==> src/rtl/lsu_pkg.sv <==
// Shared types, funct3 codes and helper functions for the load/store unit.
// Build option: LSU_MISALIGN_TRAP_EN (see lsu_mem_ctrl.sv).
package lsu_pkg;

  // Controller states
  typedef enum logic [1:0] {
    ST_IDLE = 2'd0,
    ST_RD   = 2'd1,
    ST_WR   = 2'd2,
    ST_RESP = 2'd3
  } lsu_state_e;

  // RV32 size/sign codes (stores reuse the B/H/W encodings)
  localparam logic [2:0] F3_B  = 3'b000;
  localparam logic [2:0] F3_H  = 3'b001;
  localparam logic [2:0] F3_W  = 3'b010;
  localparam logic [2:0] F3_BU = 3'b100;
  localparam logic [2:0] F3_HU = 3'b101;

  // Four byte lanes, lane 0 holds the least significant byte of the word
  typedef logic [0:3][7:0] byte_lanes_t;

  // Half on an odd offset or word on a non-zero offset crosses its natural boundary
  function automatic logic is_misaligned(input logic [2:0] funct3, input logic [1:0] off);
    logic mis;
    mis = 1'b0;
    case (funct3[1:0])
      2'b01:   mis = off[0];
      2'b10:   mis = (off != 2'b00);
      default: mis = 1'b0;
    endcase
    return mis;
  endfunction

  // Loads allow 0,1,2,4,5; stores allow 0,1,2
  function automatic logic is_illegal(input logic we, input logic [2:0] funct3);
    logic ill;
    if (we) begin
      ill = (funct3 > 3'd2);
    end else begin
      ill = (funct3 == 3'd3) || (funct3[2:1] == 2'b11);
    end
    return ill;
  endfunction

  // Force the lane offset down to the natural boundary of the access size
  function automatic logic [1:0] align_offset(input logic [2:0] funct3, input logic [1:0] off);
    logic [1:0] o;
    o = off;
    case (funct3[1:0])
      2'b01:   o = {off[1], 1'b0};
      2'b10:   o = 2'b00;
      default: o = off;
    endcase
    return o;
  endfunction

  // Split a 32-bit word into byte lanes
  function automatic byte_lanes_t word_to_lanes(input logic [31:0] w);
    byte_lanes_t l;
    l[0] = w[7:0];
    l[1] = w[15:8];
    l[2] = w[23:16];
    l[3] = w[31:24];
    return l;
  endfunction

endpackage

==> src/rtl/lsu_lane_align.sv <==
// Combinational lane steering: load extract/extend and store merge.
// The offset is expected to be already aligned (or trapped) by the caller.
module lsu_lane_align
  import lsu_pkg::*;
(
  input  logic [2:0]      funct3,
  input  logic [1:0]      off,
  input  logic [0:3][7:0] rdata,
  input  logic [31:0]     wdata,
  output logic [31:0]     ld_data,
  output logic [0:3][7:0] st_lanes
);

  logic [1:0] off_hi_s;
  logic [7:0] lo_byte_s;
  logic [7:0] hi_byte_s;

  assign off_hi_s  = off + 2'd1;
  assign lo_byte_s = rdata[off];
  assign hi_byte_s = rdata[off_hi_s];

  // Load path: select the addressed lanes and sign/zero extend from the top used byte
  always_comb begin
    ld_data = 32'h0000_0000;
    case (funct3)
      F3_B:    ld_data = {{24{lo_byte_s[7]}}, lo_byte_s};
      F3_BU:   ld_data = {24'h00_0000, lo_byte_s};
      F3_H:    ld_data = {{16{hi_byte_s[7]}}, hi_byte_s, lo_byte_s};
      F3_HU:   ld_data = {16'h0000, hi_byte_s, lo_byte_s};
      F3_W:    ld_data = {rdata[3], rdata[2], rdata[1], rdata[0]};
      default: ld_data = 32'h0000_0000;
    endcase
  end

  // Store path: overlay the store bytes on the word read back, keeping untouched lanes
  always_comb begin
    st_lanes = rdata;
    case (funct3)
      F3_B: begin
        st_lanes[off] = wdata[7:0];
      end
      F3_H: begin
        st_lanes[off]      = wdata[7:0];
        st_lanes[off_hi_s] = wdata[15:8];
      end
      F3_W: begin
        st_lanes = word_to_lanes(wdata);
      end
      default: begin
        st_lanes = rdata;
      end
    endcase
  end

endmodule

==> src/rtl/lsu_mem_ctrl.sv <==
// Load/store unit controller: one request at a time, memory handshake,
// read-modify-write for byte/half stores, extended load writeback.
// Build option: define LSU_MISALIGN_TRAP_EN to reject misaligned accesses
// with rsp_fault; otherwise misaligned offsets are aligned down and
// rsp_fault stays 0.
module lsu_mem_ctrl
  import lsu_pkg::*;
#(
  parameter int ADDR_W = 32,
  parameter int XLEN   = 32
) (
  input  logic              clk,
  input  logic              rst_b,
  input  logic              req_valid,
  output logic              req_ready,
  input  logic              req_we,
  input  logic [2:0]        req_funct3,
  input  logic [ADDR_W-1:0] req_addr,
  input  logic [XLEN-1:0]   req_wdata,
  input  logic [4:0]        req_rd,
  output logic              rsp_valid,
  output logic              rsp_wb,
  output logic [XLEN-1:0]   rsp_data,
  output logic [4:0]        rsp_rd,
  output logic              rsp_fault,
  output logic              busy,
  output logic              mem_req,
  output logic              mem_we,
  output logic [ADDR_W-1:0] mem_addr,
  output logic [0:3][7:0]   mem_wdata,
  input  logic [0:3][7:0]   mem_rdata,
  input  logic              mem_ack
);

`ifdef LSU_MISALIGN_TRAP_EN
  localparam logic FAULT_ON_TRAP = 1'b1;
`else
  localparam logic FAULT_ON_TRAP = 1'b0;
`endif

  lsu_state_e        state_r;
  logic              we_r;
  logic [2:0]        f3_r;
  logic [1:0]        off_r;
  logic [31:0]       wdata_r;
  logic [4:0]        rd_r;

  logic              req_ready_r;
  logic              busy_r;
  logic              rsp_valid_r;
  logic              rsp_wb_r;
  logic [XLEN-1:0]   rsp_data_r;
  logic [4:0]        rsp_rd_r;
  logic              rsp_fault_r;
  logic              mem_req_r;
  logic              mem_we_r;
  logic [ADDR_W-1:0] mem_addr_r;
  byte_lanes_t       mem_wdata_r;

  logic              illegal_s;
  logic              trap_s;
  logic [1:0]        off_eff_s;
  logic [31:0]       ld_data_s;
  byte_lanes_t       st_lanes_s;

  // Classify the incoming request: trapped (no memory cycle) and effective lane offset
  always_comb begin
    illegal_s = is_illegal(req_we, req_funct3);
`ifdef LSU_MISALIGN_TRAP_EN
    off_eff_s = req_addr[1:0];
    trap_s    = illegal_s | is_misaligned(req_funct3, req_addr[1:0]);
`else
    off_eff_s = align_offset(req_funct3, req_addr[1:0]);
    trap_s    = illegal_s;
`endif
  end

  lsu_lane_align u_lane_align (
    .funct3   (f3_r),
    .off      (off_r),
    .rdata    (mem_rdata),
    .wdata    (wdata_r),
    .ld_data  (ld_data_s),
    .st_lanes (st_lanes_s)
  );

  // Controller FSM with all outputs registered
  always_ff @(posedge clk) begin
    if (rst_b) begin
      state_r     <= ST_IDLE;
      we_r        <= 1'b0;
      f3_r        <= 3'b000;
      off_r       <= 2'b00;
      wdata_r     <= 32'h0000_0000;
      rd_r        <= 5'd0;
      req_ready_r <= 1'b1;
      busy_r      <= 1'b0;
      rsp_valid_r <= 1'b0;
      rsp_wb_r    <= 1'b0;
      rsp_data_r  <= {XLEN{1'b0}};
      rsp_rd_r    <= 5'd0;
      rsp_fault_r <= 1'b0;
      mem_req_r   <= 1'b0;
      mem_we_r    <= 1'b0;
      mem_addr_r  <= {ADDR_W{1'b0}};
      mem_wdata_r <= 32'h0000_0000;
    end else begin
      case (state_r)
        ST_IDLE: begin
          rsp_valid_r <= 1'b0;
          rsp_wb_r    <= 1'b0;
          rsp_fault_r <= 1'b0;
          if (req_valid && req_ready_r) begin
            we_r        <= req_we;
            f3_r        <= req_funct3;
            off_r       <= off_eff_s;
            wdata_r     <= req_wdata[31:0];
            rd_r        <= req_rd;
            req_ready_r <= 1'b0;
            busy_r      <= 1'b1;
            mem_addr_r  <= {req_addr[ADDR_W-1:2], 2'b00};
            if (trap_s) begin
              // Rejected without touching memory
              state_r     <= ST_RESP;
              rsp_valid_r <= 1'b1;
              rsp_wb_r    <= 1'b0;
              rsp_data_r  <= {XLEN{1'b0}};
              rsp_rd_r    <= req_rd;
              rsp_fault_r <= FAULT_ON_TRAP;
            end else if (!req_we) begin
              state_r   <= ST_RD;
              mem_req_r <= 1'b1;
              mem_we_r  <= 1'b0;
            end else if (req_funct3 == F3_W) begin
              // Full word store needs no read-back
              state_r     <= ST_WR;
              mem_req_r   <= 1'b1;
              mem_we_r    <= 1'b1;
              mem_wdata_r <= word_to_lanes(req_wdata[31:0]);
            end else begin
              // Byte/half store: read the word first, merge, then write
              state_r   <= ST_RD;
              mem_req_r <= 1'b1;
              mem_we_r  <= 1'b0;
            end
          end else begin
            req_ready_r <= 1'b1;
            busy_r      <= 1'b0;
          end
        end

        ST_RD: begin
          if (mem_ack) begin
            if (we_r) begin
              // Keep the request up and turn it into the merged write
              state_r     <= ST_WR;
              mem_we_r    <= 1'b1;
              mem_wdata_r <= st_lanes_s;
            end else begin
              state_r     <= ST_RESP;
              mem_req_r   <= 1'b0;
              rsp_valid_r <= 1'b1;
              rsp_wb_r    <= 1'b1;
              rsp_data_r  <= ld_data_s;
              rsp_rd_r    <= rd_r;
              rsp_fault_r <= 1'b0;
            end
          end else begin
            state_r <= ST_RD;
          end
        end

        ST_WR: begin
          if (mem_ack) begin
            state_r     <= ST_RESP;
            mem_req_r   <= 1'b0;
            mem_we_r    <= 1'b0;
            rsp_valid_r <= 1'b1;
            rsp_wb_r    <= 1'b0;
            rsp_data_r  <= {XLEN{1'b0}};
            rsp_rd_r    <= rd_r;
            rsp_fault_r <= 1'b0;
          end else begin
            state_r <= ST_WR;
          end
        end

        ST_RESP: begin
          // Single response cycle, then ready again
          state_r     <= ST_IDLE;
          rsp_valid_r <= 1'b0;
          rsp_wb_r    <= 1'b0;
          rsp_fault_r <= 1'b0;
          rsp_data_r  <= {XLEN{1'b0}};
          req_ready_r <= 1'b1;
          busy_r      <= 1'b0;
        end

        default: begin
          state_r     <= ST_IDLE;
          mem_req_r   <= 1'b0;
          mem_we_r    <= 1'b0;
          rsp_valid_r <= 1'b0;
          req_ready_r <= 1'b1;
          busy_r      <= 1'b0;
        end
      endcase
    end
  end

  assign req_ready = req_ready_r;
  assign busy      = busy_r;
  assign rsp_valid = rsp_valid_r;
  assign rsp_wb    = rsp_wb_r;
  assign rsp_data  = rsp_data_r;
  assign rsp_rd    = rsp_rd_r;
  assign rsp_fault = rsp_fault_r;
  assign mem_req   = mem_req_r;
  assign mem_we    = mem_we_r;
  assign mem_addr  = mem_addr_r;
  assign mem_wdata = mem_wdata_r;

endmodule

==> config.mk <==
export PLATFORM = sky130hd
export DESIGN_NAME = lsu_mem_ctrl
export DESIGN_NICKNAME = d
export VERILOG_FILES = /design/src/rtl/lsu_pkg.sv /design/src/rtl/lsu_lane_align.sv /design/src/rtl/lsu_mem_ctrl.sv
export SDC_FILE = /design/constraint.sdc
export NUM_CORES = 1
export LEC_CHECK = 0
export ABC_AREA = 1
export CORE_MARGIN = 8
export CORE_UTILIZATION = 40
export CTS_BUF_LIST = sky130_fd_sc_hd__clkbuf_16
export CTS_CLUSTER_SIZE = 20
export DETAILED_ROUTE_END_ITERATION = 12
export GPL_TIMING_DRIVEN = 0
export PLACE_DENSITY_LB_ADDON = 0.1
export RECOVER_POWER = 25
export SETUP_SLACK_MARGIN = 0.05
export SYNTH_ARGS = -nofsm -noshare
export SYNTH_HDL_FRONTEND = slang
export SYNTH_HIERARCHICAL = 1
export SYNTH_SLANG_ARGS = --single-unit
==> constraint.sdc <==
create_clock -name clk -period 7.2 [get_ports clk]
set_input_delay 1.08 -clock clk [delete_from_list [all_inputs] [get_ports clk]]
set_output_delay 1.08 -clock clk [all_outputs]
set_load 0.05 [all_outputs]
==> parameters.txt <==
Parameter                              Value

Placement
  Worst slack, placed ... 4.05 ns
  DP Wirelength ... approximately 28 mm
  Final Wtd Congestion ... 0.956
  IO buf count ... 212

Timing
  Worst-case headroom to the max-slew limit ... 0.451
  Hold_ws ... 0.456 ns
  Worst-case setup margin in the final layout ... 4.00 ns
  Setup repair after global routing missed its margin ... no
  Post-route clock period utilization ... 0.444
  Maximum clock frequency ... around 310 MHz
  Final number of max-transition violations ... 0
  Transition at the pin with the smallest max-transition slack ... 0.823 ns
  Post-Route Setup TNS ... 0 ns
  Shortest clock period the worst path allows after layout ... 3.20 ns
  Hold Vio Cnt, Final ... 0
  Total setup violations reported at the end of the flow ... 0
  Largest clock skew in the final design ... ~0.0089 ns

Yosys
  Largest cells by area after synthesis ... dfxtp_1 33%, nand2_1 22%, nor2_1 12%
  Synthesis-stage register bit count ... 150
  Top post-synthesis cells by count ... 527 x nand2_1, 299 x nor2_1, 150 x dfxtp_1, 130 x nand3_1, 91 x o21ai_0
  Sequential cell area fraction in the yosys report ... 0.328
  EDFF count, synth ... 0
  Proportion of register bits with asynchronous set or reset after synthesis ... 0
  Cell taking the most area after synthesis ... dfxtp_1
  Synthesized cell area ... 9170 µm²
  Predominant post-synthesis flop cell ... dfxtp_1
  Yosys synthesis warning count ... 6
  Top-count cell post-synth ... nand2_1
  Share of the synthesized area in the top cell type ... 0.328
  Post-synthesis instance total ... between 1500 and 2000
  Synth Area per Inst ... 6.08 µm²
  Distinct cell type count after synthesis ... 28

Cells and area
  Area growth from synthesis to layout ... 34.1%
  Share of layout cells above drive strength 1 ... 0.0775
  Number of fill cells in the layout ... 2339
  Number of nets in the finished design ... 1867

CTS
  TritonCTS clock tree ... built
  TritonCTS sink count ... 150
  Root buffer cell ... clkbuf_16
  Clock-pin transition on the worst setup and hold timing paths ... 0.06 ns
  Number of CTS-inserted buffers ... 17
  Clk_lat worst skew ... 0.43 ns
  Max H-tree Level ... 4
  Post-CTS Hold Fix Bufs ... 0
  Resize count post-CTS ... 0
  Setup repair bufs after CTS ... 0
  Number of buffers between clock root and the deepest sink ... 2

Floorplan
  Top-level I/O count ... 217
  Horizontal extent of the die ... 167 µm
  Number of rows created at floorplan ... 55
  Die area ... 28000 µm²
  Core Region ... 22600 µm²
  Floorplan die height ... ~170 µm
  Initial core utilization ... 0.406

GRT
  Largest net degree at the start of global routing ... 17
  Wire length of the first global-routing pass ... 55.7 mm
  Total grt overflow ... 0
  Via count of the first global-routing pass ... 9846
  GRT Overall Usage ... 0.251
  Antenna violations before repair ... 0

Routing
  Wirelength, routed ... around 36 mm
  Detailed-route via count ... 10400
  Post-DRT Antenna Nets ... 0
  Routed length per instance ... 17.6 µm
  Violation count after the first detailed-routing iteration ... 833
  Vias per inst ... around 5
  Residual DRC count ... 0
  1st-pass router iterations ... 6

Power
  Worst ir drop on vdd ... between 0.15 and 0.2 mV
  Power density cells ... 353 nW/µm²
  Part of the power in registers ... 0.271
  Part of the total power dissipated in the clock network ... 0.236
  Sw frac ... 0.452
  Share of power burned in combinational logic ... 0.494
  Net switching power ... 1960 µW
  Power Internal ... 2380 µW
  Leak Pwr ... 0.00573 µW

Worst setup path
  Slowest cell on the critical path ... dfxtp_1
  Max stage delay on crit path ... about 0.65 ns
  Worst path cell trace ... inv_2, buf_2, buf_2, ha_1, buf_4, inv_1, nand3_1, nand2_1, nand2_1, buf_2, nand3_1, nand2_1, nand3_1, nand2_1, nor2_1
  CP delay by family, top ... buffers and inverters
  Crit path required time ... about 7.6 ns
  Arrival time at the worst endpoint ... 3.57 ns
  Cell mode on critical path ... nand2_1
  Worst Setup Start Kind ... flop
  WP buf/inv ... 6
  Worst Setup Path Type ... reg2reg
  Critical path endpoint category ... flop
  Critical path fanouts, max ... 13

Outcome
  Run status ... finished clean

Hold path
  Worst hold path class ... reg2reg

Flow run
  # Max-Cap Violations ... 0
-- layer usage --
layer  global-route usage  wire [µm]  up-vias
li1                     -          -     5222
met1                0.322      15800     4717
met2                0.414      16600      372
met3               0.0491       2490       58
met4               0.0835        949        0
met5                    0          0        -
-- power by group through the flow --
stage,Clock [µW],Sequential [µW],Combinational (µW)
global route,1080,1200,2320
global placement,0,1180,2140
detailed placement,0,1190,2150
CTS,1040,1170,2150
finish,1020,1180,2150
floorplan,0,1660,948
-- cell families after synthesis --
family	Yosys count	share of synthesized area
fa+ha+maj	16	0.0218
compound gates	137	0.0760
buf+inv	175	0.0973
flops	150	0.328
simple gates	1025	0.471
other cells	1	0.000409
mux	5	0.00546
-- state kept, by name (all words and copies together), names as in the netlist --
register and flops:
mem_wdata 32, rsp_data 32, wdata_r 32, mem_addr 30, rd_r 5, rsp_rd 5
f3_r 3, off_r 2, state_r 2, busy 1, mem_req 1, mem_we 1
req_ready 1, rsp_valid 1, rsp_wb 1, we_r 1
-- layout by cell type (no fill, tap or decap), types with 5 or more instances in the layout --
master           synthesis  final
nor2_2                   5      5
inv_1                   71     75
nand3_1                130    130
nand4_1                 25     25
nor2_1                 299    300
buf_2                   32     30
bufinv_16                0      6
buf_4                   18     15
nand2_1                527    527
clkbuf_16                0     17
nand2_2                  7      7
nand3_2                 29     29
ha_1                    16     16
a21oi_1                 42     42
mux2i_1                  5      5
dfxtp_1                150    150
clkdlybuf4s50_1          0    210
clkbuf_1                33     38
buf_6                    6      6
inv_2                    7      6
o21ai_0                 91     91
-- worst min-delay path: stages, from the launching register on --
cell     delay (ns)
dfxtp_1        0.31
nand2_1        0.05
a21oi_1        0.05
-- final timing paths --
path / startpoint / end / slack [ns] / depth (start not counted)
max reg2reg: off_r[0]$_SDFFE_PP0P_ / rsp_data[30]$_SDFFE_PP0P_ / 4.00 / 15
max: off_r[0]$_SDFFE_PP0P_ / rsp_data[30]$_SDFFE_PP0P_ / 4.00 / 15
min reg2reg: busy$_SDFFE_PP0P_ / busy$_SDFFE_PP0P_ / 0.46 / 2
min: busy$_SDFFE_PP0P_ / busy$_SDFFE_PP0P_ / 0.46 / 2
-- cell type report --
cell class,count,area [µm²],area share
multi-input combinational,1186,5270,0.429
sequential,150,3000,0.244
timing repair buffer,212,2120,0.173
buffer,95,578,0.0470
clock buffer,17,425,0.0346
tap,285,357,0.0290
inverter,80,300,0.0244
clock inverter,14,233,0.0189
antenna,1,2.50,0.000204
-- through the flow --
step                      cells   util  area [µm²]  power, µW
after floorplan            1511      -        9180       2610
final                      2040  0.545       12300       4350
after detailed placement   2008  0.516       11700       3330
after CTS                  2039  0.545       12300       4370
after global routing       2039  0.545       12300       4600
after global placement     2008  0.516       11700       3320
(Power assumes the default switching activity.)
